### src/rtl/cordic_pkg.sv
// Constants and FSM state shared by the hyperbolic CORDIC stages and the tanh divider.
package cordic_pkg;

    localparam int W    = 21;
    localparam int FRAC = 16;

    localparam logic [W-1:0] ONE_Q    = 21'h10000;
    localparam logic [W-1:0] TANH_MAX = 21'h0FFFF;

    typedef enum logic [1:0] {
        IDLE = 2'd0,
        DIV  = 2'd1,
        DONE = 2'd2
    } state_t;

endpackage

### src/rtl/seq_udiv.sv
// Sequential unsigned restoring divider, one quotient bit per cycle, MSB first.
// ovf flags a quotient that does not fit in Q_W bits (including den == 0).
module seq_udiv #(
    parameter int NUM_W = 37,
    parameter int DEN_W = 21,
    parameter int Q_W   = 17
) (
    input  logic             clk,
    input  logic             rst,
    input  logic             start,
    input  logic [NUM_W-1:0] num,
    input  logic [DEN_W-1:0] den,
    output logic             busy,
    output logic             done,
    output logic             ovf,
    output logic [Q_W-1:0]   quo
);

    localparam int RW = DEN_W + 1;
    localparam int CW = $clog2(Q_W);

    logic [RW-1:0]    rem_q, rem_d;
    logic [Q_W-1:0]   low_q, low_d;
    logic [DEN_W-1:0] den_q, den_d;
    logic [CW-1:0]    cnt_q, cnt_d;
    logic             busy_q, busy_d;
    logic             done_q, done_d;
    logic             ovf_q, ovf_d;

    logic [RW-1:0] num_hi;
    logic [RW:0]   trial;
    logic [RW:0]   trial_sub;

    assign num_hi    = RW'(num[NUM_W-1:Q_W]);
    assign trial     = {rem_q, low_q[Q_W-1]};
    assign trial_sub = trial - (RW+1)'(den_q);

    // NOTE: every variable gets a default at the top of always_comb so no path leaves it unassigned (no latch).
    always_comb begin
        rem_d  = rem_q;
        low_d  = low_q;
        den_d  = den_q;
        cnt_d  = cnt_q;
        busy_d = busy_q;
        done_d = 1'b0;
        ovf_d  = ovf_q;
        if (start && !busy_q) begin
            // High part of the numerator seeds the remainder; low bits shift in one per step.
            rem_d  = num_hi;
            low_d  = num[Q_W-1:0];
            den_d  = den;
            cnt_d  = CW'(Q_W - 1);
            busy_d = 1'b1;
            ovf_d  = (num_hi >= RW'(den));
        end else if (busy_q) begin
            // low_q doubles as the quotient register: numerator bits leave at the top, quotient bits enter at the bottom.
            if (trial >= (RW+1)'(den_q)) begin
                rem_d = trial_sub[RW-1:0];
                low_d = {low_q[Q_W-2:0], 1'b1};
            end else begin
                rem_d = trial[RW-1:0];
                low_d = {low_q[Q_W-2:0], 1'b0};
            end
            if (cnt_q == '0) begin
                busy_d = 1'b0;
                done_d = 1'b1;
            end else begin
                cnt_d = cnt_q - CW'(1);
            end
        end
    end

    // NOTE: sequential state uses non-blocking assignments so every flop samples pre-edge values.
    always_ff @(posedge clk or posedge rst) begin
        if (rst) begin
            rem_q  <= '0;
            low_q  <= '0;
            den_q  <= '0;
            cnt_q  <= '0;
            busy_q <= 1'b0;
            done_q <= 1'b0;
            ovf_q  <= 1'b0;
        end else begin
            rem_q  <= rem_d;
            low_q  <= low_d;
            den_q  <= den_d;
            cnt_q  <= cnt_d;
            busy_q <= busy_d;
            done_q <= done_d;
            ovf_q  <= ovf_d;
        end
    end

    assign busy = busy_q;
    assign done = done_q;
    assign ovf  = ovf_q;
    assign quo  = low_q;

endmodule

### src/rtl/cordic_tanh_div.sv
// tanh = sinh/cosh in signed Q5.16 with valid/ready on both sides and saturation below 1.0.
// Optional exp_out = cosh + sinh when CORDIC_TANH_EXP_OUT_EN is defined.
module cordic_tanh_div
    import cordic_pkg::*;
#(
    parameter int W    = cordic_pkg::W,
    parameter int FRAC = cordic_pkg::FRAC
) (
    input  logic         clk,
    input  logic         rst,
    input  logic         in_valid,
    output logic         in_ready,
    input  logic [W-1:0] cosh_in,
    input  logic [W-1:0] sinh_in,
    output logic         out_valid,
    input  logic         out_ready,
    output logic [W-1:0] tanh_out,
    output logic         tanh_sat
`ifdef CORDIC_TANH_EXP_OUT_EN
    ,
    output logic [W-1:0] exp_out
`endif
);

    localparam logic [W-1:0] TANH_MAX_W = W'((1 << FRAC) - 1);

    state_t       state_q, state_d;
    logic         sign_q, sign_d;
    logic [W-1:0] tanh_q, tanh_d;
    logic         sat_q, sat_d;

    logic           accept;
    logic [W-1:0]   sinh_mag;
    logic [W-1:0]   res_mag;
    logic           res_sat;
    logic           div_busy;
    logic           div_done;
    logic           div_ovf;
    logic [FRAC:0]  div_quo;

    assign accept   = in_valid && (state_q == IDLE);
    // Two's-complement abs: the most negative code maps to its own unsigned magnitude.
    assign sinh_mag = sinh_in[W-1] ? (~sinh_in + W'(1)) : sinh_in;

    seq_udiv #(
        .NUM_W (W + FRAC),
        .DEN_W (W),
        .Q_W   (FRAC + 1)
    ) u_div (
        .clk   (clk),
        .rst   (rst),
        .start (accept),
        .num   ({sinh_mag, {FRAC{1'b0}}}),
        .den   (cosh_in),
        .busy  (div_busy),
        .done  (div_done),
        .ovf   (div_ovf),
        .quo   (div_quo)
    );

    // Divider overflow also covers cosh == 0, since any remainder compares >= 0.
    assign res_sat = div_ovf || div_quo[FRAC];
    assign res_mag = res_sat ? TANH_MAX_W : W'(div_quo);

    always_comb begin
        state_d = state_q;
        sign_d  = sign_q;
        tanh_d  = tanh_q;
        sat_d   = sat_q;
        unique case (state_q)
            IDLE: begin
                if (in_valid) begin
                    state_d = DIV;
                    sign_d  = sinh_in[W-1];
                end
            end
            DIV: begin
                if (div_done) begin
                    state_d = DONE;
                    sat_d   = res_sat;
                    tanh_d  = sign_q ? (W'(0) - res_mag) : res_mag;
                end
            end
            DONE: begin
                if (out_ready) state_d = IDLE;
            end
            default: state_d = IDLE;
        endcase
    end

    // NOTE: every register, including the datapath, is cleared by the async reset so a mid-divide abort leaves nothing stale.
    always_ff @(posedge clk or posedge rst) begin
        if (rst) begin
            state_q <= IDLE;
            sign_q  <= 1'b0;
            tanh_q  <= '0;
            sat_q   <= 1'b0;
        end else begin
            state_q <= state_d;
            sign_q  <= sign_d;
            tanh_q  <= tanh_d;
            sat_q   <= sat_d;
        end
    end

`ifdef CORDIC_TANH_EXP_OUT_EN
    logic [W-1:0] exp_q, exp_d;

    always_comb begin
        exp_d = exp_q;
        if (accept) exp_d = cosh_in + sinh_in;
    end

    always_ff @(posedge clk or posedge rst) begin
        if (rst) exp_q <= '0;
        else     exp_q <= exp_d;
    end

    assign exp_out = exp_q;
`endif

    assign in_ready  = (state_q == IDLE);
    assign out_valid = (state_q == DONE);
    assign tanh_out  = tanh_q;
    assign tanh_sat  = sat_q;

endmodule

### config.mk
export PLATFORM = sky130hd
export DESIGN_NAME = cordic_tanh_div
export DESIGN_NICKNAME = d
export VERILOG_FILES = /design/src/rtl/cordic_pkg.sv /design/src/rtl/seq_udiv.sv /design/src/rtl/cordic_tanh_div.sv
export SDC_FILE = /design/constraint.sdc
export NUM_CORES = 1
export LEC_CHECK = 0
export CAP_MARGIN = 20
export CORE_AREA = 2 2 132 95
export CTS_CLUSTER_SIZE = 20
export DETAILED_ROUTE_END_ITERATION = 10
export DIE_AREA = 0 0 134 97
export PLACE_DENSITY = 0.84
export SYNTH_ARGS = -nofsm -noshare
export SYNTH_HDL_FRONTEND = slang
export SYNTH_HIERARCHICAL = 1
export SYNTH_SLANG_ARGS = --single-unit
### constraint.sdc
create_clock -name clk -period 3 [get_ports clk]
set_input_delay 0.3 -clock clk [delete_from_list [all_inputs] [get_ports clk]]
set_output_delay 0.3 -clock clk [all_outputs]
set_load 0.01 [all_outputs]
* Word-level counts from Yosys, hierarchy flattened
Cells that the tools add are included.
** Operators by class
- $lt $le $gt $ge :: 2
- Multiplexer cells :: 22
- Bitwise gates (word level) :: 1
- Equality and inequality tests :: 6
- Reduce and logical (&&, ||, !) cells :: 11
- $add $sub $neg :: 4
** Operators by type and width (count)
- 2-to-1 mux 22 bit :: 3
- 2-to-1 mux 17 bit :: 3
- 2-to-1 mux 21 bit :: 2
- greater-or-equal comparator 23 x 21 -> 1 bit :: 1
- subtractor 22 x 21 -> 22 bit :: 1
- adder 21 x 1 -> 21 bit, second input constant :: 1
- greater-or-equal comparator 20 x 21 -> 1 bit :: 1
- NOT 21 bit :: 1
- subtractor 1 x 17 -> 18 bit, first input constant :: 1
- 2-to-1 mux 5 bit :: 3
- 2-to-1 mux 1 bit :: 7
- 2-to-1 mux 2 bit :: 3
- inequality test 2 x 1 -> 1 bit, second input constant :: 3
- case mux 2 bit (3 select lines) :: 1
- AND reduction 2 bit :: 3
- logical NOT 5 bit :: 1
- subtractor 5 x 1 -> 5 bit, second input constant :: 1
- AND reduction 3 bit :: 1
- equality test 2 x 1 -> 1 bit, second input constant :: 1
- equality test 2 bit, second input constant :: 1
- logical AND 1 bit :: 2
- logical NOT 2 bit :: 1
- inequality test 2 bit, second input constant :: 1
- nonzero test 2 bit :: 1
- 2 further kinds :: 2
** Storage, ports and cells
- Flip-flop bits (word level) :: 93
- Output and inout bits :: 24
- Logic and storage cells :: 57
- Input port bits :: 46

* Longest topological paths before layout
- Depth in word-level cells :: 5
- Gate-level depth with buffers :: 14

* By module
Netlist, hierarchy kept.
** By module, submodules not included
- seq_udiv :: cells each 553, area an instance 4874.7 um^2, instances 1, seq. area each 1701.6 um^2
- cordic_tanh_div :: cells each 230, area an instance 1830.5 um^2, instances 1, seq. area each 550.5 um^2

* Least setup slack after synthesis
OpenSTA, ideal clock, no wires.
- Kind :: input port to flip-flop
- Start :: input port sinh_in[5]
- End :: register u_div.ovf_q, in the netlist u_div/ovf
- Data required time :: 2.917 ns
- Library setup time :: 0.083 ns
- Path slack :: 0.286 ns
- Cell stages on the path :: 10
- Data arrival time :: 2.631 ns
- Cell sequence :: nor4_2 > nand3_1 > o41ai_1 > xnor2_1 > ha_1 > nand4_1 > or4_1 > o211ai_1 > a31oi_1 > o21ai_0
** On the way
- Cells in the longest elaborated chain, start to end :: 4
** RTL lines
- start: declaration :: RTL line cordic_tanh_div.sv:14 : input logic [W-1:0] sinh_in,
- NOT 21 bit :: RTL line cordic_tanh_div.sv:43 : assign sinh_mag = sinh_in[W-1] ? (~sinh_in + W'(1)) : sinh_in;
- adder 21 x 1 -> 21 bit :: RTL line cordic_tanh_div.sv:43
- 2-to-1 mux 21 bit :: RTL line cordic_tanh_div.sv:43
- via sinh_mag[13] :: RTL line cordic_tanh_div.sv:33 : logic [W-1:0] sinh_mag;
- greater-or-equal comparator 20 x 21 -> 1 bit :: RTL line seq_udiv.sv:54 : ovf_d = (num_hi >= RW'(den));
- end signal: assignment :: RTL line seq_udiv.sv:90 : ovf_q <= ovf_d;
- end: declaration :: RTL line seq_udiv.sv:28 : logic ovf_q, ovf_d;
The timed path passes the listed nets, and every way through them passes these cells.
A chain may end at the register's enable or synchronous reset.

* Worst setup path in the final report
- Start :: input port sinh_in[2]
- End :: register u_div.ovf_q, in the netlist u_div/ovf
Same word-level chain as after synthesis.

==> results.md <==
* Final GP Congestion at roughly 0.96
* Antenna violations before repair at 0
* Multiplexer area fraction after synthesis at 0.0625
* Post-synth EDFFs at 0
* TritonCTS clock tree: yes
* Worst hold margin at roughly 0.43 ns
* Cell Area, Synth at between 6000 and 7000 µm²
* Startpoint types: input port
* Layout cells sized above 1 at 0.165
* LEAKAGE at 3.86 nW
* CP max stage delay at roughly 0.47 ns
* Fillers at a little under 800
* Synthesis-stage register bit count at 90
* R2R Path Start: u_div/rem_q[10]
* Worst Path Arrival at between 3 and 4 ns
* Reg2reg end: u_div/rem_q[9]
* ANT cells at 0
* Hold Crit Class: in -> async
* Worst-path cell chain: clkdlybuf4s50_1 -> nor4_4 -> buf_4 -> nand2_1 -> o21ai_1 -> xnor2_1 -> ha_1 -> a21oi_1 -> nor2b_1 -> o21ai_1 -> a21oi_1 -> nor3_1 -> o211ai_1 -> a31oi_1 -> o21ai_1
* # port buffers at 69
* Global route overflow at 0
* Standard-cell rows at 33
* FMAX at around 340 MHz
* Post-cts hold buffer count at 0
* Critical path endpoint category: flip-flop
* Crit Path Max Fanout at 4
* WL per Instance at around 19 µm
* H-tree Lvls at 3
* Initial Util at 0.578
* Slew Viols, Final at 0
* CTS buffer count at 9
* Final period utilization at 0.992
* Normalized max-slew margin at 0.397
* Status: complete, no violations
* Post-synthesis simple-gate area fraction at 0.179
* Largest family of logic cells by synthesized area: compound AO/OA/AOI/OAI gates
* DPL Wire Length at between 10 and 15 mm
* Reg2Reg Setup Slack at ~0.14 ns
* Post-synth ARST share at 1.00
* Unique masters post-synth at 74
* Clock skew at between 0.008 and 0.009 ns
* CP Class: in -> reg
* Warnings, synthesis at 6
* DR vias at around 6800
* Post-route DRC at 0
* Final setup viols at 0
* Pre-Repair DR Iteration Count at 5
* Final Worst Setup Slack at approximately 0.025 ns
* DRT iter0 DRCs at ~690
* Fin crit period at between 2 and 3 ns
* CTS root buffer: clkbuf_16
* Max_cap viols at 0
* Clk slew on worst S/H paths at about 0.07 ns
* Primary FF master, synth: dfrtp_1
* Final antenna-violating net count at 0
* Worst reg-to-reg path cell count at 10
* CP required at around 3.2 ns
* Die ar. at approximately 13000 µm²
* Power Density at 1270 nW/µm²
* Adder-Cell Fraction of Synth Area at 0.0870
* I/O pins at 70
* Compound-gate portion of the synthesized area at 0.214
* Area grow syn2layout at 29.2%
* NumNets Final at about 1000
* Total power at around 0.011 W
* Worst slew pin tran at about 0.9 ns
* # clock sinks at 90
* Synth Area in XOR/XNOR at 0.0496
* Slowest-stage cell, CP: clkdlybuf4s50_1
* Die height at just under 100 µm
* Vias in the first global route at 6432
* Sequential fraction of the synthesis area at 0.336
* Synth Instances at between 700 and 800
* GRT Overall Usage at 0.303
* Clock latency at the later pin of the worst-skew pair at about 0.35 ns
* DR vias/cell at 6.17
* Post-Place Worst Slack at -0.326 ns
* Final Util at 0.747
* Final wirelength at slightly above 20 mm
* Clk buf depth at 2
* Worst IR drop on VDD at between 0.0007 and 0.0008 V
* Final-report hold violation count at 0
* Global-route wire length before repair at around 32 mm
* Largest net degree at the start of global routing at 46
* Core area at 11600 µm²
* Most used cell, CP: o21ai_1
* Syn avg cell area at 8.56 µm²
* Die width at roughly 130 µm
through the flow:
step / cell area [µm²] / setup TNS, ns / cells
2_1_floorplan: 6760 / 0 / 798
3_3_place_gp: 8120 / -0.589 / 1072
3_5_place_dp: 8120 / -3.46 / 1072
5_1_grt: 8670 / -0.128 / 1095
6_report: 8670 / 0 / 1095
4_1_cts: 8510 / 0 / 1088
final cells by class:
class / count / area [µm²] / area share
multi-input cells: 600 / 4140 / 0.478
flip-flops and latches: 90 / 2250 / 0.260
repair buffers: 166 / 1460 / 0.168
inverters: 66 / 248 / 0.0286
clock buffers: 9 / 225 / 0.0260
well taps: 157 / 196 / 0.0227
clock inverters: 7 / 148 / 0.0170
per-layer routing:
| layer | part of all wire | vias to the layer above | track usage |
|---|---|---|---|
| li1 | - | 3074 | - |
| met1 | 0.43 | 3232 | 0.435 |
| met2 | 0.45 | 388 | 0.448 |
| met3 | 0.099 | 57 | 0.0702 |
| met4 | 0.025 | 0 | 0.104 |
| met5 | 0 | - | 0 |
worst max-delay path: cells and delay by family:
kind                       cells  cell delay, ns
AOI/OAI and AO/OA              7            1.06
and+or+nand+nor                4            0.69
buffers and inverters          2            0.65
adders and majority gates      1            0.30
xor gates and xnor gates       1            0.21
cells in the mapped netlist (3+ instances only):
| cell | number | area, µm² |
|---|---|---|
| a21o_1 | 11 | 82.6 |
| nor4_1 | 10 | 62.6 |
| dfrtp_1 | 90 | 2250 |
| a21oi_1 | 52 | 260 |
| buf_6 | 3 | 33.8 |
| mux2_2 | 3 | 33.8 |
| o31ai_1 | 10 | 75.1 |
| nor3b_1 | 7 | 52.6 |
| xnor2_1 | 30 | 263 |
| o211a_1 | 3 | 30.0 |
| nand3b_1 | 4 | 30.0 |
| mux2i_1 | 37 | 370 |
| nor2_1 | 40 | 150 |
| a211oi_1 | 17 | 128 |
| or4_1 | 6 | 45.0 |
| a31oi_1 | 13 | 81.3 |
| buf_4 | 4 | 30.0 |
| a41oi_1 | 4 | 35.0 |
| and3_1 | 4 | 25.0 |
| a41o_1 | 3 | 30.0 |
| clkbuf_1 | 26 | 97.6 |
| nand2_1 | 83 | 312 |
| inv_1 | 66 | 248 |
| nand3_1 | 12 | 60.1 |
| o21ai_0 | 72 | 360 |
| o41ai_1 | 4 | 35.0 |
| nor4b_1 | 4 | 35.0 |
| or3_1 | 5 | 31.3 |
| nand4_1 | 4 | 25.0 |
| nand2b_1 | 7 | 43.8 |
| o21a_1 | 3 | 22.5 |
| nor2b_1 | 18 | 113 |
| ha_1 | 45 | 563 |
| nor3_1 | 21 | 105 |
| o22ai_1 | 3 | 18.8 |
| xor2_1 | 8 | 70.1 |
| a311oi_1 | 3 | 26.3 |
worst max-delay path by stage:
stage / from / cells past startpoint / slack, ns / endpoint
final: sinh_in[2] / 15 / 0.03 / u_div/ovf
after global routing: sinh_in[2] / 15 / -0.13 / u_div/ovf
after CTS: u_div/den_q[1] / 11 / 0.00003 / u_div/rem_q[8]
after detailed placement: u_div/den_q[1] / 11 / -0.33 / u_div/rem_q[8]
after global placement: sinh_in[5] / 15 / -0.20 / u_div/ovf
after floorplan: sinh_in[5] / 10 / 0.29 / u_div/ovf
cell families after synthesis:
family                     count (synthesis)
AOI/OAI and AO/OA                        222
xor gates and xnor gates                  38
adders and majority gates                 46
buffers and inverters                    108
DFF                                       90
muxes                                     41
other                                      1
and+or+nand+nor                          237
state kept, by name, summed over array words and instances, names as in the netlist:
register     flops
u_div/ovf        1
u_div/rem_q     22
u_div/done       1
u_div/cnt_q      5
u_div/quo       17
u_div/busy       1
tanh_sat         1
state_q          2
u_div/den_q     21
tanh_out        18
sign_q           1
repair_timing:
action | in CTS | in global routing
setup endpoints to repair | 21 | 17
gates cloned | 0 | 0
resized for setup | 3 | 18
pin swaps | 0 | 8
setup buffers | 0 | 7
placed cells by master (no fill, tap or decap), types with 13 or more instances in the layout:
| cell | netlist | routed |
|---|---|---|
| buf_4 | 4 | 94 |
| dfrtp_1 | 90 | 89 |
| nand2_1 | 83 | 83 |
| o21ai_0 | 72 | 69 |
| clkdlybuf4s50_1 | 0 | 69 |
| inv_1 | 66 | 65 |
| a21oi_1 | 52 | 51 |
| ha_1 | 45 | 44 |
| nor2_1 | 40 | 40 |
| mux2i_1 | 37 | 37 |
| xnor2_1 | 30 | 28 |
| nor3_1 | 21 | 21 |
| nor2b_1 | 18 | 17 |
| a211oi_1 | 17 | 16 |
| conb_1 | 1 | 16 |
| a31oi_1 | 13 | 13 |
power by group:
part / leakage [nW] / total (W) / internal (W) / switching, W
clock network: 0.178 / 0.00143 / 0.000908 / 0.000524
logic: 2.60 / 0.00713 / 0.00333 / 0.00380
registers: 1.08 / 0.00241 / 0.00182 / 0.000592
Power figures use the tool's default switching activity.
